<file path="config.mk">
export PLATFORM = sky130hd
export DESIGN_NAME = paddle_box_tracker
export DESIGN_NICKNAME = d
export VERILOG_FILES = /design/src/rtl/paddle_box_tracker_pkg.sv /design/src/rtl/paddle_box_tracker_run_qualifier.sv /design/src/rtl/paddle_box_tracker.sv
export SDC_FILE = /design/constraint.sdc
export NUM_CORES = 1
export LEC_CHECK = 0
export CAP_MARGIN = 20
export CORE_UTILIZATION = 56
export DETAILED_ROUTE_END_ITERATION = 7
export MAX_ROUTING_LAYER = met4
export PLACE_DENSITY = 0.78
export SYNTH_ARGS = -nofsm -noshare
export SYNTH_HDL_FRONTEND = slang
export SYNTH_SLANG_ARGS = --single-unit
</file>
<file path="constraint.sdc">
create_clock -name clk -period 10.6 [get_ports clk]
set_input_delay 2.12 -clock clk [delete_from_list [all_inputs] [get_ports clk]]
set_output_delay 2.12 -clock clk [all_outputs]
set_load 0.01 [all_outputs]
</file>
<file path="src/rtl/paddle_box_tracker_pkg.sv">
// Shared definitions for the paddle tracker, ball and overlay logic.
package paddle_box_tracker_pkg;

    // Coordinate width for rows, columns and box outputs
    localparam int unsigned COORD_W = 13;

    // Empty box: top/left above bottom/right so no collision can occur
    localparam logic [COORD_W-1:0] EMPTY_TOP   = '1;
    localparam logic [COORD_W-1:0] EMPTY_LEFT  = '1;
    localparam logic [COORD_W-1:0] EMPTY_BOT   = '0;
    localparam logic [COORD_W-1:0] EMPTY_RIGHT = '0;

    // Horizontal run counter width and saturation value
    localparam int unsigned RUN_W   = 4;
    localparam int unsigned RUN_SAT = 15;

    typedef enum logic {
        ALIGN,
        ACCUM
    } state_e;

endpackage

</file>
<file path="src/rtl/paddle_box_tracker_run_qualifier.sv">
// Horizontal run tracker: flags mask pixels that belong to a run of at
// least RUN_MIN consecutive columns on one row.
module run_qualifier
    import paddle_box_tracker_pkg::*;
#(
    parameter int unsigned W       = COORD_W,
    parameter int unsigned RUN_MIN = 3
) (
    input  logic         clk,
    input  logic         reset_n,
    input  logic         en_i,
    input  logic         clear_i,
    input  logic         mask_i,
    input  logic [W-1:0] row_i,
    input  logic [W-1:0] col_i,
    output logic         qualify_o,
    output logic         first_qual_o
);

    logic [W-1:0]     prev_row_q, prev_row_d;
    logic [W-1:0]     prev_col_q, prev_col_d;
    logic [RUN_W-1:0] run_q, run_d;
    logic [RUN_W-1:0] run_next;
    logic             cont;

    // Run update for the current pixel and next-state of the tracker
    always_comb begin
        // Adjacency check done one bit wider so an all-ones prev_col never
        // wraps onto column 0
        cont = mask_i && (row_i == prev_row_q) &&
               ({1'b0, col_i} == ({1'b0, prev_col_q} + (W+1)'(1)));
        if (cont) begin
            run_next = (run_q == RUN_W'(RUN_SAT)) ? run_q : run_q + 1'b1;
        end else begin
            run_next = mask_i ? RUN_W'(1) : '0;
        end

        qualify_o    = en_i && mask_i && (run_next >= RUN_W'(RUN_MIN));
        // A saturated run that stays at RUN_MIN is not a fresh crossing
        first_qual_o = qualify_o && (run_next == RUN_W'(RUN_MIN)) &&
                       !(cont && (run_q == RUN_W'(RUN_MIN)));

        prev_row_d = prev_row_q;
        prev_col_d = prev_col_q;
        run_d      = run_q;
        if (en_i) begin
            prev_row_d = row_i;
            prev_col_d = col_i;
            run_d      = run_next;
        end
        if (clear_i) begin
            prev_col_d = '1;
            run_d      = '0;
        end
    end

    // Tracker state registers
    always_ff @(posedge clk) begin
        if (!reset_n) begin
            prev_row_q <= '0;
            prev_col_q <= '1;
            run_q      <= '0;
        end else begin
            prev_row_q <= prev_row_d;
            prev_col_q <= prev_col_d;
            run_q      <= run_d;
        end
    end

endmodule

</file>
<file path="src/rtl/paddle_box_tracker.sv">
// Paddle bounding-box tracker: accumulates the extent of qualified mask
// pixels per frame and publishes it with a sync pulse at frame end.
module paddle_box_tracker
    import paddle_box_tracker_pkg::*;
#(
    parameter int unsigned W          = COORD_W,
    parameter int unsigned RUN_MIN    = 3,
    parameter int unsigned MIN_PIXELS = 16,
    parameter int unsigned CNT_W      = 20
) (
    input  logic         clk,
    input  logic         reset_n,
    input  logic         pix_valid,
    input  logic [W-1:0] pix_row,
    input  logic [W-1:0] pix_col,
    input  logic         mask,
    input  logic         frame_end,
    output logic [W-1:0] T,
    output logic [W-1:0] B,
    output logic [W-1:0] L,
    output logic [W-1:0] R,
    output logic         box_valid,
    output logic         sync
);

    state_e state_q, state_d;

    logic [W-1:0]     min_row_q, min_row_d, min_row_w;
    logic [W-1:0]     max_row_q, max_row_d, max_row_w;
    logic [W-1:0]     min_col_q, min_col_d, min_col_w;
    logic [W-1:0]     max_col_q, max_col_d, max_col_w;
    logic [CNT_W-1:0] cnt_q, cnt_d, cnt_w;
    logic [W-1:0]     t_q, t_d, b_q, b_d, l_q, l_d, r_q, r_d;
    logic             valid_q, valid_d;
    logic             sync_q, sync_d;

    logic             accept;
    logic             qualify;
    logic             first_qual;
    logic [W-1:0]     run_start;
    logic [CNT_W-1:0] inc;
    logic [CNT_W:0]   sum;

    assign accept = (state_q == ACCUM) && pix_valid;

    run_qualifier #(
        .W       (W),
        .RUN_MIN (RUN_MIN)
    ) u_run_qualifier (
        .clk          (clk),
        .reset_n      (reset_n),
        .en_i         (accept),
        .clear_i      (frame_end),
        .mask_i       (mask),
        .row_i        (pix_row),
        .col_i        (pix_col),
        .qualify_o    (qualify),
        .first_qual_o (first_qual)
    );

    // Accumulator values including the current pixel, so a pixel arriving
    // together with frame_end is part of the published box
    always_comb begin
        min_row_w = min_row_q;
        max_row_w = max_row_q;
        min_col_w = min_col_q;
        max_col_w = max_col_q;
        cnt_w     = cnt_q;
        run_start = pix_col - W'(RUN_MIN - 1);
        inc       = first_qual ? CNT_W'(RUN_MIN) : CNT_W'(1);
        sum       = {1'b0, cnt_q} + {1'b0, inc};
        if (qualify) begin
            if (pix_row < min_row_q) min_row_w = pix_row;
            if (pix_row > max_row_q) max_row_w = pix_row;
            if (pix_col > max_col_q) max_col_w = pix_col;
            cnt_w = sum[CNT_W] ? '1 : sum[CNT_W-1:0];
            if (first_qual && (run_start < min_col_q)) min_col_w = run_start;
        end
    end

    // Frame FSM: alignment, accumulation and publish
    always_comb begin
        state_d   = state_q;
        min_row_d = min_row_w;
        max_row_d = max_row_w;
        min_col_d = min_col_w;
        max_col_d = max_col_w;
        cnt_d     = cnt_w;
        t_d       = t_q;
        b_d       = b_q;
        l_d       = l_q;
        r_d       = r_q;
        valid_d   = valid_q;
        sync_d    = 1'b0;

        if (frame_end) begin
            if (state_q == ACCUM) begin
                sync_d = 1'b1;
                if (cnt_w >= CNT_W'(MIN_PIXELS)) begin
                    t_d     = min_row_w;
                    b_d     = max_row_w;
                    l_d     = min_col_w;
                    r_d     = max_col_w;
                    valid_d = 1'b1;
                end else begin
                    t_d     = EMPTY_TOP;
                    b_d     = EMPTY_BOT;
                    l_d     = EMPTY_LEFT;
                    r_d     = EMPTY_RIGHT;
                    valid_d = 1'b0;
                end
            end
            state_d   = ACCUM;
            min_row_d = EMPTY_TOP;
            max_row_d = EMPTY_BOT;
            min_col_d = EMPTY_LEFT;
            max_col_d = EMPTY_RIGHT;
            cnt_d     = '0;
        end
    end

    // State, accumulator and output registers
    always_ff @(posedge clk) begin
        if (!reset_n) begin
            state_q   <= ALIGN;
            min_row_q <= EMPTY_TOP;
            max_row_q <= EMPTY_BOT;
            min_col_q <= EMPTY_LEFT;
            max_col_q <= EMPTY_RIGHT;
            cnt_q     <= '0;
            t_q       <= EMPTY_TOP;
            b_q       <= EMPTY_BOT;
            l_q       <= EMPTY_LEFT;
            r_q       <= EMPTY_RIGHT;
            valid_q   <= 1'b0;
            sync_q    <= 1'b0;
        end else begin
            state_q   <= state_d;
            min_row_q <= min_row_d;
            max_row_q <= max_row_d;
            min_col_q <= min_col_d;
            max_col_q <= max_col_d;
            cnt_q     <= cnt_d;
            t_q       <= t_d;
            b_q       <= b_d;
            l_q       <= l_d;
            r_q       <= r_d;
            valid_q   <= valid_d;
            sync_q    <= sync_d;
        end
    end

    assign T         = t_q;
    assign B         = b_q;
    assign L         = l_q;
    assign R         = r_q;
    assign box_valid = valid_q;
    assign sync      = sync_q;

endmodule

</file>
==> impl_metrics.json, run 1 <==
{
  "run_status": "complete, no violations",
  "syn_inst": 970,
  "layout-drive-gt1-share_pct": 7.390,
  "area_growth_syn_to_layout_pct": 18.42,
  "yosysSeqAreaShare_pct": 37.74,
  "grt_pass1_wl_mm": 33.80,
  "setup_viol": 0,
  "insertion_delay_ns": 0.43,
  "synth_flop_cell": "dfxtp_1",
  "relSlewSlack_pct": 24.33,
  "die-area_sq_um": 15360,
  "sw_frac_of_total_pct": 24.92,
  "via_count": 7221,
  "clock_sinks": 157,
  "p_comb_share_pct": 8.0,
  "p_leak_uw": 0.003822,
  "reg2reg_setup_slack_ns": 4.44,
  "wl_met3_mm": 1.259,
  "wire_per_inst_um": 17.05,
  "synth_fp_nets": 1056,
  "fin_nets": 1115,
  "dr.pass1.iters": 5,
  "yosysUniqueCellTypes": 62,
  "wirelength_mm": 20.90,
  "worstHoldPathCells": 2,
  "crit_chain": "clkdlybuf4s50_1 > or4_1 > a21oi_1 > o211a_1 > nor4b_2 > inv_1 > nor2_1 > fa_1 > nand4_1 > nor3_1 > nand3_1 > nand2_1 > inv_1 > and4_1 > o22ai_1 > nor4b_4 > a21oi_2 > buf_4 > a21oi_1",
  "place_ws_ns": 2.469,
  "drcViolationCount": 0,
  "finalHoldViolCount": 0,
  "syn_area_sq_um": 8328,
  "slowest_delay_ns": 0.88,
  "start_util_pct": 57.30,
  "worstPathArrival_ns": 8.08,
  "grt_max_degree": 48,
  "p_seq_share_pct": 45.3,
  "start_kind": "input port",
  "ios": 85,
  "clock_path_buffers": 2,
  "synth_edf_count": 0,
  "postCtsResizedCells": 0,
  "die_y_um": 124.0,
  "die_x_um": 124.0,
  "post-route-cell-area_sq_um": 9862,
  "synth_async_sr_flop_share_pct": 0,
  "cts_hold_buf": 0,
  "yosysWarnings": 0,
  "track_usage_pct": 29.42,
  "dr_wl_met2_mm": 9.745,
  "r2r_end": "L[12]",
  "layout_commonest_cell": "dfxtp_1",
  "drt_iter0_drc": 535,
  "crit_slowest_cell": "nor3_1",
  "htree_levels": 4,
  "timing.max_cap.violations": 0,
  "ys_seq_elements": 157,
  "grt_overflow_total": 0,
  "finalClockSkew_ns": 0.007164,
  "critical_path_required_ns": 10.90,
  "largest_register": "cnt_q",
  "switchingPower_uw": 329.6,
  "top_layer": "met4",
  "numCtsBuffers": 17,
  "path_clk_slew_ns": 0.06,
  "largest_reg_flops": 20,
  "powerDensity_nw_per_um2": 134.1,
  "coreArea_sq_um": 14530,
  "reg2reg_from": "u_run_qualifier.prev_col_q[0]",
  "row_count": 44,
  "hp-class": "reg2reg",
  "syn_avg_cell_area_sq_um": 8.586,
  "fin_ws_ns": 2.820,
  "ant_nets": 0,
  "rsz0062_at_grt": "no",
  "p_int_uw": 993.2,
  "cp_max_fo": 26,
  "dp_hpwl_mm": 14.65,
  "min_period_ns": 7.780,
  "grt_pass1_vias": 6726,
  "place_area_sq_um": 9238,
  "diodes": 0,
  "wl_met1_mm": 9.610,
  "tightest_slew_ns": 1.127,
  "final_cell_mix": "157 x dfxtp_1, 138 x nand2_1, 84 x clkdlybuf4s50_1",
  "vdd_ir_drop_max_mv": 0.1162,
  "gp_congestion": 0.8949,
  "post-route-period-util_pct": 73.39,
  "via_per_inst": 5.890,
  "path_class": "in2reg",
  "portBuffers": 84,
  "clkPwrFrac_pct": 46.7,
  "max_clock_freq_ghz": 0.1285,
  "postCtsSetupRepairBufs": 0,
  "cts_tree": "yes",
  "grt_antenna_before_repair": 0,
  "whs_ns": 0.4503,
  "slew_viol_final": 0,
  "clockRootBuffer": "clkbuf_16",
  "rr_worst_depth": 20,
  "min_from": "B[4]",
  "hold_end": "B[4]",
  "setup_tns_ns": 0,
  "cp-end-kind": "register"
}
[cells in the mapped netlist (3+ instances only)]
cell | instances | area, sq um
a211oi_1 | 10 | 75.07
a21boi_0 | 15 | 112.6
a21oi_1 | 55 | 275.3
a311oi_1 | 5 | 43.79
a31oi_1 | 7 | 43.79
and2_1 | 6 | 37.54
and3_1 | 10 | 62.56
and4_1 | 10 | 87.58
buf_2 | 12 | 60.06
buf_6 | 3 | 33.78
clkbuf_1 | 36 | 135.1
dfxtp_1 | 157 | 3143
ha_1 | 54 | 675.7
inv_1 | 61 | 229.0
mux2i_1 | 57 | 570.6
nand2_1 | 138 | 518.0
nand2b_1 | 8 | 50.05
nand3_1 | 35 | 175.2
nand4_1 | 21 | 131.4
nor2_1 | 77 | 289.0
nor2b_1 | 13 | 81.33
nor3_1 | 20 | 100.1
nor4_1 | 8 | 50.05
nor4_2 | 3 | 37.54
nor4b_2 | 3 | 45.04
o211ai_1 | 10 | 75.07
o21a_1 | 5 | 37.54
o21ai_0 | 26 | 130.1
o22ai_1 | 3 | 18.77
o31ai_1 | 11 | 82.58
o31ai_2 | 19 | 237.7
xnor2_1 | 27 | 236.5
xor2_1 | 7 | 61.31
[power by group through the flow]
stage                     Sequential (uW)  Combinational, uW  Clock (uW)
after global placement                612                101           0
after floorplan                       611               65.6           0
after global routing                  599                116         648
final                                 599                106         618
after CTS                             599                104         624
after detailed placement              612                103           0
[through the flow]
step	total power [uW]	util, %	cells
floorplan	676.2	-	970
detailed placement	714.4	63.56	1193
global placement	713.0	63.56	1193
CTS	1326	67.67	1225
global route	1364	67.85	1226
finish	1323	67.85	1226
[cells by family after synthesis]
family / share of synthesized area [%]
XOR/XNOR: 3.846
AND/OR/NAND/NOR: 21.82
multiplexers: 6.986
flip-flops: 37.74
adder cells (fa/ha/maj): 8.353
buffers and inverters: 5.499
AO/OA/AOI/OAI: 15.76
[area by class of cell]
class                      instances  area (sq um)
clock buffer                      18         439.2
clock inverter                    14         157.7
fill                            1222          4672
inverter                          61         229.0
multi-input combinational        701          4750
sequential                       157          3143
tap                              184         230.2
timing repair buffer              91         913.4
[worst max-delay path by stage]
stage	from	end
after floorplan	pix_col[11]	B[10]
after global placement	pix_col[8]	L[10]
after detailed placement	pix_col[8]	T[8]
after CTS	pix_col[8]	L[12]
after global routing	pix_col[8]	T[8]
final	pix_col[8]	L[12]
[routing by layer]
metal	track usage [%]	up-vias
li1	-	3528
met1	38.51	3427
met2	46.84	241
met3	4.899	25
met4	8.408	0
met5	-	-
[critical path, delay by kind of cell]
family	cells	cell delay [ns]
AOI/OAI and AO/OA	5	0.89
buffers and inverters	4	1.16
adders and majority gates	1	0.26
and+or+nand+nor	9	3.63
(Power assumes the default switching activity.)
==> run 2: changes to the inputs <==
Clock period 10.6 ns to 7.97 ns, I/O delays scaled along.
==> impl_metrics.json, run 2 (synthesized netlist as in run 1, its figures left out) <==
{
  "wire_per_inst_um": 17.05,
  "total_power_uw": 1787,
  "via_count": 7178,
  "timing.max_cap.violations": 0,
  "slew_viol_final": 0,
  "vdd_ir_drop_max_mv": 0.1505,
  "cts_tree": "yes",
  "tightest_slew_ns": 1.110,
  "cp_max_fo": 26,
  "r2r_end": "T[5]",
  "grt.met2_usage_pct": 46.98,
  "die-area_sq_um": 15360,
  "dr.pass1.iters": 7,
  "final_cell_mix": "157 x dfxtp_1, 138 x nand2_1, 84 x clkdlybuf4s50_1",
  "finish.utilization_pct": 68.45,
  "row_count": 44,
  "largest_reg_flops": 20,
  "setup_viol": 0,
  "finalHoldViolCount": 0,
  "layout_commonest_cell": "dfxtp_1",
  "critical_path_required_ns": 8.27,
  "hp-class": "reg2reg",
  "path_clk_slew_ns": 0.07,
  "worstHoldPathCells": 2,
  "cp-end-kind": "register",
  "run_status": "complete, no violations",
  "min_from": "B[12]",
  "track_usage_pct": 30.29,
  "start_kind": "input port",
  "gp_congestion": 0.9046,
  "sw_frac_of_total_pct": 25.56,
  "grt_overflow_total": 0,
  "grt_busiest_layer": "met2",
  "switchingPower_uw": 456.7,
  "powerDensity_nw_per_um2": 179.6,
  "layout-drive-gt1-share_pct": 8.095,
  "fill_cells": 1176,
  "drcViolationCount": 0,
  "grt_pass1_wl_mm": 34.62,
  "clkPwrFrac_pct": 47.4,
  "wirelength_mm": 21.04,
  "insertion_delay_ns": 0.43,
  "clock_path_buffers": 2,
  "hold_end": "B[12]",
  "grt_antenna_before_repair": 0,
  "grt_pass1_vias": 6883,
  "fin_ws_ns": 1.362,
  "whs_ns": 0.4523,
  "relSlewSlack_pct": 25.47,
  "coreArea_sq_um": 14530,
  "diodes": 0,
  "start_util_pct": 57.30,
  "met3_usage_pct": 5.495,
  "max_clock_freq_ghz": 0.1513,
  "die_x_um": 124.0,
  "path_class": "in2reg",
  "largest_register": "cnt_q",
  "dp_hpwl_mm": 14.36,
  "p_seq_share_pct": 44.5,
  "fin_nets": 1123,
  "postCtsResizedCells": 0,
  "rsz0062_at_grt": "no",
  "finalClockSkew_ns": 0.009891,
  "postCtsSetupRepairBufs": 0,
  "portBuffers": 84,
  "place_ws_ns": 1.084,
  "p_comb_share_pct": 8.1,
  "clockRootBuffer": "clkbuf_16",
  "drt_iter0_drc": 543,
  "htree_levels": 4,
  "worstPathArrival_ns": 6.91,
  "die_y_um": 124.0,
  "numCtsBuffers": 17,
  "area_growth_syn_to_layout_pct": 19.46,
  "setup_tns_ns": 0,
  "min_period_ns": 6.608,
  "gr-usage-met1_pct": 38.42,
  "ant_nets": 0,
  "reg2reg_setup_slack_ns": 2.43,
  "via_per_inst": 5.817,
  "rr_worst_depth": 21,
  "grt_max_degree": 48,
  "post-route-period-util_pct": 82.91,
  "clock_sinks": 157,
  "ios": 85,
  "reg2reg_from": "u_run_qualifier.prev_col_q[0]",
  "p_leak_uw": 0.003871,
  "cts_hold_buf": 0,
  "p_int_uw": 1330
}
==> run 2: area by class of cell <==
cell class,count,area (sq um),share of cell area (%)
multi-input combinational,701,4750,47.74
sequential,157,3143,31.59
timing repair buffer,99,984.7,9.898
clock buffer,18,439.2,4.415
tap,184,230.2,2.314
inverter,61,229.0,2.302
clock inverter,14,172.7,1.736
==> run 2: how the worst max path moves through the flow <==
stage / from / endpoint / slack [ns]
6_report: pix_col[8] / T[5] / 1.36
3_5_place_dp: pix_col[8] / T[0] / 1.08
2_1_floorplan: pix_col[11] / B[10] / 2.46
3_3_place_gp: pix_col[8] / L[10] / 1.25
5_1_grt: pix_col[8] / T[5] / 0.94
4_1_cts: pix_col[8] / R[1] / 1.49
==> run 2: power by group through the flow <==
stage | Clock (uW) | Combinational (uW) | Sequential (uW)
2_1_floorplan | 0 | 87.3 | 812
3_3_place_gp | 0 | 137 | 813
3_5_place_dp | 0 | 138 | 813
4_1_cts | 856 | 140 | 796
5_1_grt | 893 | 159 | 796
6_report | 847 | 144 | 796
==> run 2: metal layers <==
metal | wire [um] | up-vias
met2 | 9607 | 199
li1 | - | 3539
met5 | 0 | -
met3 | 984 | 45
met4 | 624 | 0
met1 | 9820 | 3395
==> run 2: through the flow <==
step	instance area (sq um)	std cells
floorplan	8328	970
global placement	9283	1199
detailed placement	9283	1199
CTS	9894	1231
global route	9948	1234
finish	9948	1234
==> run 2: critical path: stages <==
cell             delay, ns
clkdlybuf4s50_1       0.67
or4_1                 0.62
a21oi_1               0.15
o211a_1               0.25
nor4b_2               0.42
inv_1                 0.12
nor2_1                0.21
fa_1                  0.28
nand4_1               0.22
nor3_1                0.24
buf_4                 0.20
nand3_1               0.45
nand2_1               0.27
inv_1                 0.06
and4_1                0.20
o22ai_1               0.25
nor4b_4               0.09
a21oi_2               0.14
buf_4                 0.33
a21oi_1               0.13
==> run 3: changes to the inputs <==
Clock period 7.97 ns to 6.4 ns, I/O delays scaled along.
==> impl_metrics.json, run 3 (synthesized netlist as in run 1, its figures left out) <==
{
  "htree_levels": 4,
  "met3_usage_pct": 5.403,
  "clock_sinks": 157,
  "die-area_sq_um": 15360,
  "rsz0062_at_grt": "no",
  "gp_congestion": 0.9375,
  "rr_worst_depth": 18,
  "die_x_um": 124.0,
  "regArea_sq_um": 3143,
  "path_clk_slew_ns": 0.06,
  "ant_nets": 0,
  "numCtsBuffers": 17,
  "timing.max_cap.violations": 0,
  "grt_max_degree": 48,
  "run_status": "complete, no violations",
  "clockRootBuffer": "clkbuf_16",
  "cp_max_fo": 27,
  "grt_busiest_layer": "met2",
  "wire_per_inst_um": 17.55,
  "cts_hold_buf": 0,
  "p_int_uw": 1654,
  "largest_register": "cnt_q",
  "postCtsResizedCells": 0,
  "drcViolationCount": 0,
  "hold_end": "B[12]",
  "grt_pass1_wl_mm": 35.33,
  "worstPathArrival_ns": 5.97,
  "die_y_um": 124.0,
  "setup_viol": 0,
  "powerDensity_nw_per_um2": 218.4,
  "area_growth_syn_to_layout_pct": 21.42,
  "track_usage_pct": 30.99,
  "start_kind": "input port",
  "cts_tree": "yes",
  "postCtsSetupRepairBufs": 0,
  "diodes": 0,
  "relSlewSlack_pct": 26.15,
  "grt_overflow_total": 0,
  "reg2reg_setup_slack_ns": 1.31,
  "path_class": "in2reg",
  "grt_antenna_before_repair": 0,
  "vdd_ir_drop_max_mv": 0.2256,
  "final_cell_mix": "157 x dfxtp_1, 138 x nand2_1, 84 x clkdlybuf4s50_1",
  "worstHoldPathCells": 2,
  "reg2reg_from": "u_run_qualifier.prev_col_q[0]",
  "r2r_end": "R[12]",
  "dr.pass1.iters": 6,
  "layout_commonest_cell": "dfxtp_1",
  "coreArea_sq_um": 14530,
  "post-route-period-util_pct": 88.55,
  "row_count": 44,
  "start_util_pct": 57.30,
  "largest_reg_flops": 20,
  "via_count": 7404,
  "hp-class": "reg2reg",
  "wirelength_mm": 22.12,
  "finalClockSkew_ns": 0.009552,
  "p_seq_share_pct": 44.9,
  "p_leak_uw": 0.003973,
  "post-route-cell-area_sq_um": 10110,
  "p_comb_share_pct": 8.7,
  "multi_input_area_sq_um": 4750,
  "switchingPower_uw": 554.6,
  "max_clock_freq_ghz": 0.1764,
  "grt_pass1_vias": 6984,
  "via_per_inst": 5.876,
  "setup_tns_ns": 0,
  "place_area_sq_um": 9500,
  "ios": 85,
  "min_from": "B[12]",
  "critical_path_required_ns": 6.70,
  "clkPwrFrac_pct": 46.4,
  "portBuffers": 84,
  "slew_viol_final": 0,
  "tightest_slew_ns": 1.108,
  "min_period_ns": 5.667,
  "drt_iter0_drc": 546,
  "gr-usage-met1_pct": 39.33,
  "fin_nets": 1150,
  "grt.met2_usage_pct": 49.13,
  "clock_path_buffers": 2,
  "dp_hpwl_mm": 15.59,
  "insertion_delay_ns": 0.43,
  "finalHoldViolCount": 0,
  "layout-drive-gt1-share_pct": 10.32,
  "cp-end-kind": "register",
  "sw_frac_of_total_pct": 25.11,
  "fill_cells": 1184
}
-- run 3: cell type report --
| type | instances | share of cell area [%] |
|---|---|---|
| clock inverters | 13 | 1.559 |
| well taps | 184 | 2.277 |
| clock buffers | 18 | 4.343 |
| repair buffers | 126 | 11.51 |
| inverters | 61 | 2.264 |
| multi-input cells | 701 | 46.97 |
| flip-flops and latches | 157 | 31.08 |
-- run 3: worst max-delay path by stage --
stage / depth (start not counted) / from / endpoint
CTS: 19 / pix_col[8] / R[12]
detailed placement: 17 / pix_col[2] / R[12]
global route: 20 / pix_col[2] / T[8]
finish: 19 / pix_col[8] / R[12]
floorplan: 21 / pix_col[11] / B[10]
global placement: 18 / pix_col[1] / R[12]
-- run 3: stage by stage --
| stage | util, % | setup slack [ns] | hold slack [ns] | power, uW | std cells |
|---|---|---|---|---|---|
| 4_1_cts | 69.47 | 0.7746 | 0.4538 | 2215 | 1259 |
| 3_3_place_gp | 65.37 | 0.3629 | 0.4371 | 1195 | 1228 |
| 2_1_floorplan | - | 1.206 | 0.4560 | 1120 | 970 |
| 5_1_grt | 69.58 | 0.3533 | 0.4712 | 2283 | 1260 |
| 3_5_place_dp | 65.37 | 0.3582 | 0.4393 | 1198 | 1228 |
| 6_report | 69.58 | 0.7327 | 0.4476 | 2209 | 1260 |
-- run 3: critical path, stage by stage --
cell             delay, ns
clkdlybuf4s50_1       0.56
buf_4                 0.21
nor2b_1               0.18
mux2i_1               0.12
o31ai_1               0.22
o211a_1               0.24
nor4b_2               0.26
inv_1                 0.09
nor2_1                0.18
ha_1                  0.15
a21o_1                0.16
nor4b_2               0.56
nor2b_1               0.41
nand3_1               0.12
o21ai_0               0.10
a22oi_1               0.13
nor4b_4               0.33
and2_4                0.47
o31ai_1               0.15
-- run 3: routing by layer --
layer / vias to the layer above / part of all wire (%)
met2: 258 / 47
met1: 3483 / 44
met3: 61 / 5.7
li1: 3602 / -
met5: - / 0
met4: 0 / 3.0
-- run 3: power groups by stage --
stage / clock [uW] / sequential [uW] / combinational (uW)
floorplan: 0 / 1010 / 109
global placement: 0 / 1010 / 182
detailed placement: 0 / 1010 / 185
CTS: 1040 / 991 / 189
global route: 1080 / 992 / 210
finish: 1030 / 991 / 192
